**src/rtl/vga_line_fetch.sv**
```systemverilog
// vga_line_fetch: per-line SPRAM row fetch into a line buffer, streamed out as RGB565 inside the image window
module vga_line_fetch #(
  parameter int          W        = 200,
  parameter int          H        = 150,
  parameter int          STARTROW = 0,
  parameter int          STARTCOL = 0,
  parameter int          RD_LAT   = 1,
  parameter logic [15:0] BG_COLOR = 16'h0000
) (
  input  logic        clk,
  input  logic        rst_n,
  input  logic [7:0]  state,
  input  logic        spram_rd_sig,
  input  logic [11:0] xpos,
  input  logic [11:0] ypos,
  input  logic [15:0] spram_dout,
  output logic [14:0] spram_addr,
  output logic        spram_rden,
  output logic        fetch_busy,
  output logic        pix_valid,
  output logic [15:0] pix_rgb,
  output logic        err_overrun,
  output logic        err_underrun
);
  localparam int CW = $clog2(W);
  localparam int RW = (H > 1) ? $clog2(H) : 1;
  typedef enum logic [1:0] {S_IDLE, S_FETCH, S_DRAIN} fsm_t;
  fsm_t          r_fsm;
  logic [RW-1:0] r_row;
  logic [CW-1:0] r_col;
  logic [1:0]    r_dcnt;
  logic [14:0]   r_addr;
  logic          r_rden, r_busy, r_ovr, r_und;
  logic          r_pv   [RD_LAT];
  logic [CW-1:0] r_pidx [RD_LAT];
  logic [15:0]   r_buf  [W];
  logic [15:0]   r_rd, r_pix;
  logic          r_win1, r_pvalid;
  logic          w_active, w_in_win;
  logic [11:0]   w_bx, w_by;
  logic [CW-1:0] w_rd_idx;
  logic [14:0]   w_base;
  assign w_active   = state == 8'h03;
  assign w_bx       = xpos - 12'(STARTCOL);
  assign w_by       = ypos - 12'(STARTROW);
  assign w_in_win   = (w_bx < 12'(W)) && (w_by < 12'(H));
  assign w_rd_idx   = (w_bx < 12'(W)) ? w_bx[CW-1:0] : '0;
  assign w_base     = 15'(int'(r_row) * W);
  assign spram_addr   = r_addr;
  assign spram_rden   = r_rden;
  assign fetch_busy   = r_busy;
  assign err_overrun  = r_ovr;
  assign err_underrun = r_und;
  assign pix_valid    = r_pvalid;
  assign pix_rgb      = r_pix;
  // fetch sequencer: issue W row addresses, wait out the read latency, advance the row
  always_ff @(posedge clk or negedge rst_n) begin
    if (!rst_n) begin
      r_fsm  <= S_IDLE;
      r_row  <= '0;
      r_col  <= '0;
      r_dcnt <= '0;
      r_addr <= '0;
      r_rden <= 1'b0;
      r_busy <= 1'b0;
      r_ovr  <= 1'b0;
      r_und  <= 1'b0;
    end else if (!w_active) begin
      r_fsm  <= S_IDLE;
      r_row  <= '0;
      r_col  <= '0;
      r_dcnt <= '0;
      r_rden <= 1'b0;
      r_busy <= 1'b0;
      r_ovr  <= 1'b0;
      r_und  <= 1'b0;
    end else begin
      if (spram_rd_sig && r_busy) r_ovr <= 1'b1;
      if (w_in_win && xpos == 12'(STARTCOL) && r_busy) r_und <= 1'b1;
      case (r_fsm)
        S_IDLE:
          if (spram_rd_sig) begin
            r_fsm  <= S_FETCH;
            r_rden <= 1'b1;
            r_busy <= 1'b1;
            r_col  <= '0;
            r_addr <= w_base;
          end
        S_FETCH:
          if (r_col == CW'(W - 1)) begin
            r_fsm  <= S_DRAIN;
            r_rden <= 1'b0;
            r_dcnt <= 2'(RD_LAT - 1);
          end else begin
            r_col  <= r_col + 1'b1;
            r_addr <= r_addr + 15'd1;
          end
        S_DRAIN:
          if (r_dcnt == '0) begin
            r_fsm  <= S_IDLE;
            r_busy <= 1'b0;
            r_row  <= (r_row == RW'(H - 1)) ? '0 : r_row + 1'b1;
          end else begin
            r_dcnt <= r_dcnt - 2'd1;
          end
        default: r_fsm <= S_IDLE;
      endcase
    end
  end
  // valid/index delay line so each word lands in the buffer RD_LAT cycles after its address
  always_ff @(posedge clk or negedge rst_n) begin
    if (!rst_n) begin
      for (int i = 0; i < RD_LAT; i++) begin
        r_pv[i]   <= 1'b0;
        r_pidx[i] <= '0;
      end
    end else begin
      r_pv[0]   <= w_active && r_rden;
      r_pidx[0] <= r_col;
      for (int i = 1; i < RD_LAT; i++) begin
        r_pv[i]   <= w_active && r_pv[i-1];
        r_pidx[i] <= r_pidx[i-1];
      end
    end
  end
  // dual-port line buffer; a same-cycle read sees the previous contents
  always_ff @(posedge clk) begin
    if (r_pv[RD_LAT-1]) r_buf[r_pidx[RD_LAT-1]] <= spram_dout;
    r_rd <= r_buf[w_rd_idx];
  end
  // two-stage pixel output: window flag follows the buffer read, background outside
  always_ff @(posedge clk or negedge rst_n) begin
    if (!rst_n) begin
      r_win1   <= 1'b0;
      r_pvalid <= 1'b0;
      r_pix    <= BG_COLOR;
    end else if (!w_active) begin
      r_win1   <= 1'b0;
      r_pvalid <= 1'b0;
      r_pix    <= BG_COLOR;
    end else begin
      r_win1   <= w_in_win;
      r_pvalid <= r_win1;
      r_pix    <= r_win1 ? r_rd : BG_COLOR;
    end
  end
endmodule

```
**config.mk**
```make
export PLATFORM = sky130hd
export DESIGN_NAME = vga_line_fetch
export DESIGN_NICKNAME = d
export VERILOG_FILES = /design/src/rtl/vga_line_fetch.sv
export SDC_FILE = /design/constraint.sdc
export NUM_CORES = 2
export LEC_CHECK = 0
export BUFFER_PORTS_ARGS = -buffer_cell sky130_fd_sc_hd__buf_2
export CAP_MARGIN = 20
export CORE_ASPECT_RATIO = 2
export CORE_MARGIN = 1
export CORE_UTILIZATION = 30
export DETAILED_ROUTE_END_ITERATION = 10
export PLACE_DENSITY_LB_ADDON = 0.25
export SLEW_MARGIN = 20
export SYNTH_ARGS = -nofsm -noshare
export SYNTH_HDL_FRONTEND = slang
export SYNTH_SLANG_ARGS = --single-unit
```
**constraint.sdc**
```tcl
create_clock -name clk -period 4.3 [get_ports clk]
set_input_delay 0.215 -clock clk [delete_from_list [all_inputs] [get_ports clk]]
set_output_delay 0.215 -clock clk [all_outputs]
set_load 0.05 [all_outputs]
```
# Word level (Yosys, flattened, before mapping)
# Memory sizes are Yosys's and may differ from the RTL's. A register that Yosys moved wholly into a read port is not among the register bits.
# Index checks and enable logic that the tools add are counted.
[op_classes]
n_shift = 0
n_div = 0
bitwise_logic = 0
magnitude_cmp = 2
mul = 1
addsub = 4
n_mux = 38
reduce_logical = 16
eq_ne = 19
[ops]
columns = ["cell", "n"]
rows = [
  ["two-way mux 8 bit", 8],
  ["two-way mux 16 bit", 2],
  ["two-way mux 15 bit", 2],
  ["one-hot mux 15 bit (2 select lines)", 1],
  ["less-than comparator 12 x 8 -> 1 bit (second input constant)", 2],
  ["adder 8 x 1 -> 8 bit (second input constant)", 2],
  ["equality test 8 bit (second input constant)", 2],
  ["one-hot mux 8 bit (2 select lines)", 1],
  ["adder 15 x 1 -> 15 bit (second input constant)", 1],
  ["inequality test 3 bit (second input constant)", 5],
  ["AND reduction 3 bit", 5],
  ["two-way mux 2 bit", 7],
  ["two-way mux 1 bit", 13],
  ["logical NOT 12 bit", 1],
  ["multiplier 8 x 5 -> 12 bit (second input constant)", 1],
  ["inequality test 3 x 1 -> 1 bit (second input constant)", 3],
  ["equality test 8 x 2 -> 1 bit (second input constant)", 1],
  ["inequality test 2 x 1 -> 1 bit (second input constant)", 4],
  ["one-hot mux 2 bit (3 select lines)", 1],
  ["logical AND 1 bit", 5],
  ["logical NOT 2 bit", 2],
  ["inequality test 2 bit (second input constant)", 2],
  ["one-hot mux 1 bit (2 select lines)", 2],
  ["one-hot mux 2 bit (2 select lines)", 1],
  ["6 further kinds", 6],
]
[totals]
mem_bits_rw = 3200
ff_bits = 66
in_bits = 51
latchBits = 0
word_cells = 95
out_inout_bits = 36
romBits = 0
memories = 1
[memory_table]
columns = ["name", "depth", "word_bits", "rd", "rd_ports_with_merged_regs", "write_ports", "line_no", "source"]
rows = [
  ["r_buf", 200, 16, 1, 1, 1, "36", "logic [15:0] r_buf [W];"],
]

# Longest topological paths before layout
[logic_depth]
word_depth = 6
depth_mapped = 15
mapped_depth_nobuf = 15

# Worst setup path before layout
# OpenSTA, ideal clock, no wires.
[synth_timing]
kind = "register to register"
start = "register r_row[3]"
end = "register r_addr[14] (netlist: spram_addr[14])"
required_time_ns = 4.168
synth_period_minus_slack_ns = 2.799
n_path_buf = 0
slack_ns = 1.501
setup_ns = 0.132
stages_incl_launch_ff = 14
arrival_time_ns = 2.667
path_cell_list = "dfrtp_1 > inv_1 > ha_1 > inv_1 > ha_1 > fa_1 > ha_1 > a21oi_1 > o21bai_1 > a21oi_1 > o21bai_1 > a21oi_1 > xnor2_1 > o211ai_1"
[synth_via]
elab_chain_len = 3
[synth_rtl]
columns = ["element", "line_no", "source"]
rows = [
  ["start, declared", "29", "logic [RW-1:0] r_row;"],
  ["start signal, assigned", "102", "r_row <= (r_row == RW'(H - 1)) ? '0 : r_row + 1'b1;"],
  ["multiplier 8 x 5 -> 12 bit", "48", "assign w_base = 15'(int'(r_row) * W);"],
  ["two-way mux 15 bit", "82", "if (spram_rd_sig) begin"],
  ["one-hot mux 15 bit (2 select lines)", "80", "case (r_fsm)"],
  ["end signal, assigned", "87", "r_addr <= w_base;"],
  ["end signal, assigned", "96", "r_addr <= r_addr + 15'd1;"],
  ["end, declared", "32", "logic [14:0] r_addr;"],
]
# No other way between the ends. The select of a mux whose other input is x is not followed.
# A chain may end at the register's enable or synchronous reset.

# Final worst setup path
[layout_timing]
start = "input xpos[8]"
end = "register r_rd[4], read port of r_buf"
[layout_via]
elab_chain_len = 2
[layout_rtl]
columns = ["element", "line_no", "source"]
rows = [
  ["start, declared", "14", "input logic [11:0] xpos,"],
  ["less-than comparator 12 x 8 -> 1 bit", "47", "assign w_rd_idx = (w_bx < 12'(W)) ? w_bx[CW-1:0] : '0;"],
  ["two-way mux 8 bit", "47", ""],
  ["end, declared", "37", "logic [15:0] r_rd, r_pix;"],
]
# No other way between the ends.

==> out/metrics.csv <==
stage,metric,value,unit
critical_path,reg2reg_from,r_row[2],
timing,max_clock_freq,287.9,MHz
clocking,cts_hold_buf,25,
global_route,pin_count_of_the_biggest_net_entering_global_routing,132,
finish,layout_commonest_cell,edfxtp_1,
finish,layout.cells.most_common_list,"edfxtp_1 (3,200), nand2_1 (901), buf_4 (795)",
critical_path,critical_path.cell_chain,buf_2 > nor4_4 > buf_12 > buf_4 > nand3_4 > buf_4 > o2bb2ai_1 > o32ai_1 > buf_4 > nand3_1 > a211oi_1 > buf_4 > o21ai_0 > buf_4 > and4_1,
timing,finalCriticalPeriod,3.473,ns
finish,drive_above_1_share,0.1849,
critical_path,cp.arrival,4.38,ns
synthesis,synthArstFlopShare,0.02011,
power,largest_voltage_drop_on_the_vdd_net,0.0003270,V
critical_path,crit_required,5.21,ns
clocking,htreeDepth,5,
routing,drt-wirelength-per-cell,35.70,um
clocking,clock_sinks,3282,
global_route,grt.overflow.total,0,
critical_path,worst_path_max_delay_cell,o21ai_0,
finish,syn2layout_area_growth,18.69,%
clocking,cts.path.max_buffers,4,
timing,setup_viol_count_final,0,
clocking,tritoncts,done,
routing,detail_route.wirelength,540300,um
synthesis,synthesis.instances,8476,
outcome,failed_checks,negative hold slack,
critical_path,crit_path_max_incr_delay,0.57,ns
critical_path,crit_end,r_rd[4],
floorplan,rows,341,
routing,total_via_count_in_the_routed_design,85013,
critical_path,critical-path-top-cell-by-count,buf_4,
finish,post_layout_nonfiller_instances,15136,
timing,fin_worst_skew,0.05805,ns
routing,drt-initial-drc-count,9625,
synthesis,seq_area_frac_synth,0.7557,
power,finalPower,63.85,mW
timing,slew_headroom,0.07650,
power,power.density,414.6,nW/um^2
finish,design.final.nets,9309,
floorplan,ioPinCount,87,
global_route,number_of_global_route_vias_before_repair,84221,
clocking,postCtsSetupRepairBufs,0,
floorplan,area_of_the_die,435300,um^2
place,detailed_place_hpwl,361200,um
floorplan,die_height,932.1,um
routing,firstDrtPassIters,6,
synthesis,yosysWarnings,0,
routing,vias_per_cell,5.617,
floorplan,floorplan.core_area,430900,um^2
synthesis,synth-main-ff-cell,edfxtp_1,
synthesis,ys_ff_latch,3282,
global_route,grt_first_pass_wirelength,724300,um
critical_path,worst-r2r-setup-slack,1.02,ns
floorplan,floorplan.initialDensity,0.3011,
critical_path,timing.critical_path.from,xpos[8],
timing,finalWorstSetupSlack,0.8271,ns
place,placement.io_buffers,85,
timing,grt_setup_unrepaired,no,
flow_run,max_cap_violations,0,
synthesis,syn_nets,8562,
routing,final_antenna_net_count,0,
critical_path,startpoint_type,primary input,
synthesis,yosysUniqueCellTypes,95,
timing,final_hold_viol_count,1,
outcome,status,"finished, violations left",
place,placed_cells,14573,
synthesis,postSynthAreaPerCell,15.31,um^2
timing,final-max-slew-violation-count,0,
place,place_worst_setup_slack,-0.03414,ns
finish,final.fill_count,41083,
clocking,numCtsBuffers,282,
timing,timing.final.crit_share,0.8076,
place,gp_congestion,0.9308,
worst_hold_path,min_path_type,in2reg,
timing,tightestPinTransition,1.374,ns
critical_path,worstPathMaxFanout,24,
clocking,clk_pin_slew,0.07,ns
power,leakagePower,50.57,nW
critical_path,worst_setup_path_end_kind,register,
synthesis,syn-cell-area,129800,um^2
routing,drc,0,
synthesis,edff_count_synth,3200,
floorplan,die_width,467.1,um
global_route,global_route.usage.total,0.2415,
clocking,clk_latency,0.98,ns
clocking,ctsResizeCount,0,
timing,fin_hold_ws,-0.005815,ns
critical_path,critPathKind,in2reg,
clocking,ctsRootBufferMaster,clkbuf_16,
critical_path,timing.rr.end,spram_addr[14],
critical_path,worstRegToRegCells,12,
global_route,grt_antenna_before_repair,36,
==> worst min path at each step <==
stage / start / endpoint / cells past startpoint
2_1_floorplan: rst_n / err_overrun / 0
3_3_place_gp: rst_n / pix_rgb[4] / 1
3_5_place_dp: rst_n / pix_rgb[12] / 1
4_1_cts: xpos[4] / r_rd[2] / 5
5_1_grt: spram_dout[9] / r_buf[10][9] / 1
6_report: spram_dout[9] / r_buf[10][9] / 1
==> layout make-up <==
cell class | count | area [um^2] | share of cell area
well taps | 5659 | 7081 | 0.04597
flip-flops and latches | 3282 | 98060 | 0.6367
multi-input cells | 4546 | 29450 | 0.1912
clock buffers | 368 | 7641 | 0.04961
inverters | 37 | 148.9 | 0.0009667
diodes | 39 | 97.59 | 0.0006337
clock inverters | 131 | 1330 | 0.008636
repair buffers | 1074 | 10210 | 0.06628
==> metrics by stage <==
stage	instance area [um^2]	util	TNS [ns]
final	154000	0.3574	0
after global routing	154000	0.3573	0
after CTS	153900	0.3572	0
after detailed placement	144700	0.3357	-0.04201
after global placement	144600	0.3356	-0.9363
after floorplan	129800	-	0
==> sequential cells by signal, summed over array words and instances, names as in the netlist <==
register      count
r_pv              1
fetch_busy        1
spram_rden        1
r_buf          3200
r_col             8
r_win1            1
spram_addr       15
pix_rgb          16
err_overrun       1
r_fsm             2
r_row             8
pix_valid         1
err_underrun      1
r_dcnt            2
r_pidx            8
r_rd             16
==> cell usage after synthesis, types with 28 or more instances <==
cell type	n	area (um^2)
edfxtp_1	3200	96090
nand2_1	911	3420
nor2_1	446	1674
mux2i_1	386	3864
a21oi_1	305	1526
o21ai_0	286	1431
nand3_1	273	1366
buf_2	268	1341
clkbuf_1	251	942.2
o221ai_1	232	2032
a31oi_1	149	932.1
o22ai_1	141	882.1
a211oi_1	115	863.3
o211ai_1	110	825.8
nor3_1	98	490.5
a221oi_1	83	727.0
mux2_2	80	900.9
buf_1	76	285.3
dfrtp_1	66	1652
nand4_1	66	412.9
nand2b_1	50	312.8
a22oi_1	49	367.9
o31ai_1	46	345.3
nor4_1	43	269.0
or3_1	39	244.0
and3_1	36	225.2
o2bb2ai_1	36	315.3
inv_1	34	127.6
ha_1	32	400.4
nor2b_1	30	187.7
o311ai_0	30	262.8
a32oi_1	28	245.2
and2_1	28	175.2
==> kinds of logic (layout without fill, tap and decap cells) <==
family                   after synthesis  after routing  share of synthesized area
flip-flops                          3282           3282                     0.7557
AND/OR/NAND/NOR                     2111           2111                    0.07373
AO/OA/AOI/OAI                       1897           1897                     0.1031
buffers and inverters                648           1610                    0.02185
multiplexers                         493            493                    0.04140
adder cells (fa/ha/maj)               35             35                   0.003548
XOR/XNOR                              10             10                  0.0006749
other                                  0             39                          0
==> worst max-delay path, delay by kind of cell <==
kind | cells | cell delay [ns]
AOI/OAI and AO/OA | 4 | 1.17
buffers and inverters | 7 | 1.68
and+or+nand+nor | 4 | 1.24
==> per-layer routing <==
layer,up-vias,track usage,part of all wire
met3,1294,0.03020,0.060
met4,6,0.2203,0.11
met1,44448,0.2526,0.33
met5,-,0,0.000067
li1,35008,-,-
met2,4257,0.4207,0.51
==> power by group <==
group / total [mW] / leakage [nW] / switching [mW] / internal, mW
clock: 26.1 / 4.37 / 12.1 / 14.0
sequential: 35.1 / 29.8 / 0.0395 / 35.1
combinational: 2.60 / 16.4 / 1.97 / 0.634
total: 63.9 / 50.6 / 14.1 / 49.7
(Power assumes the default switching activity.)
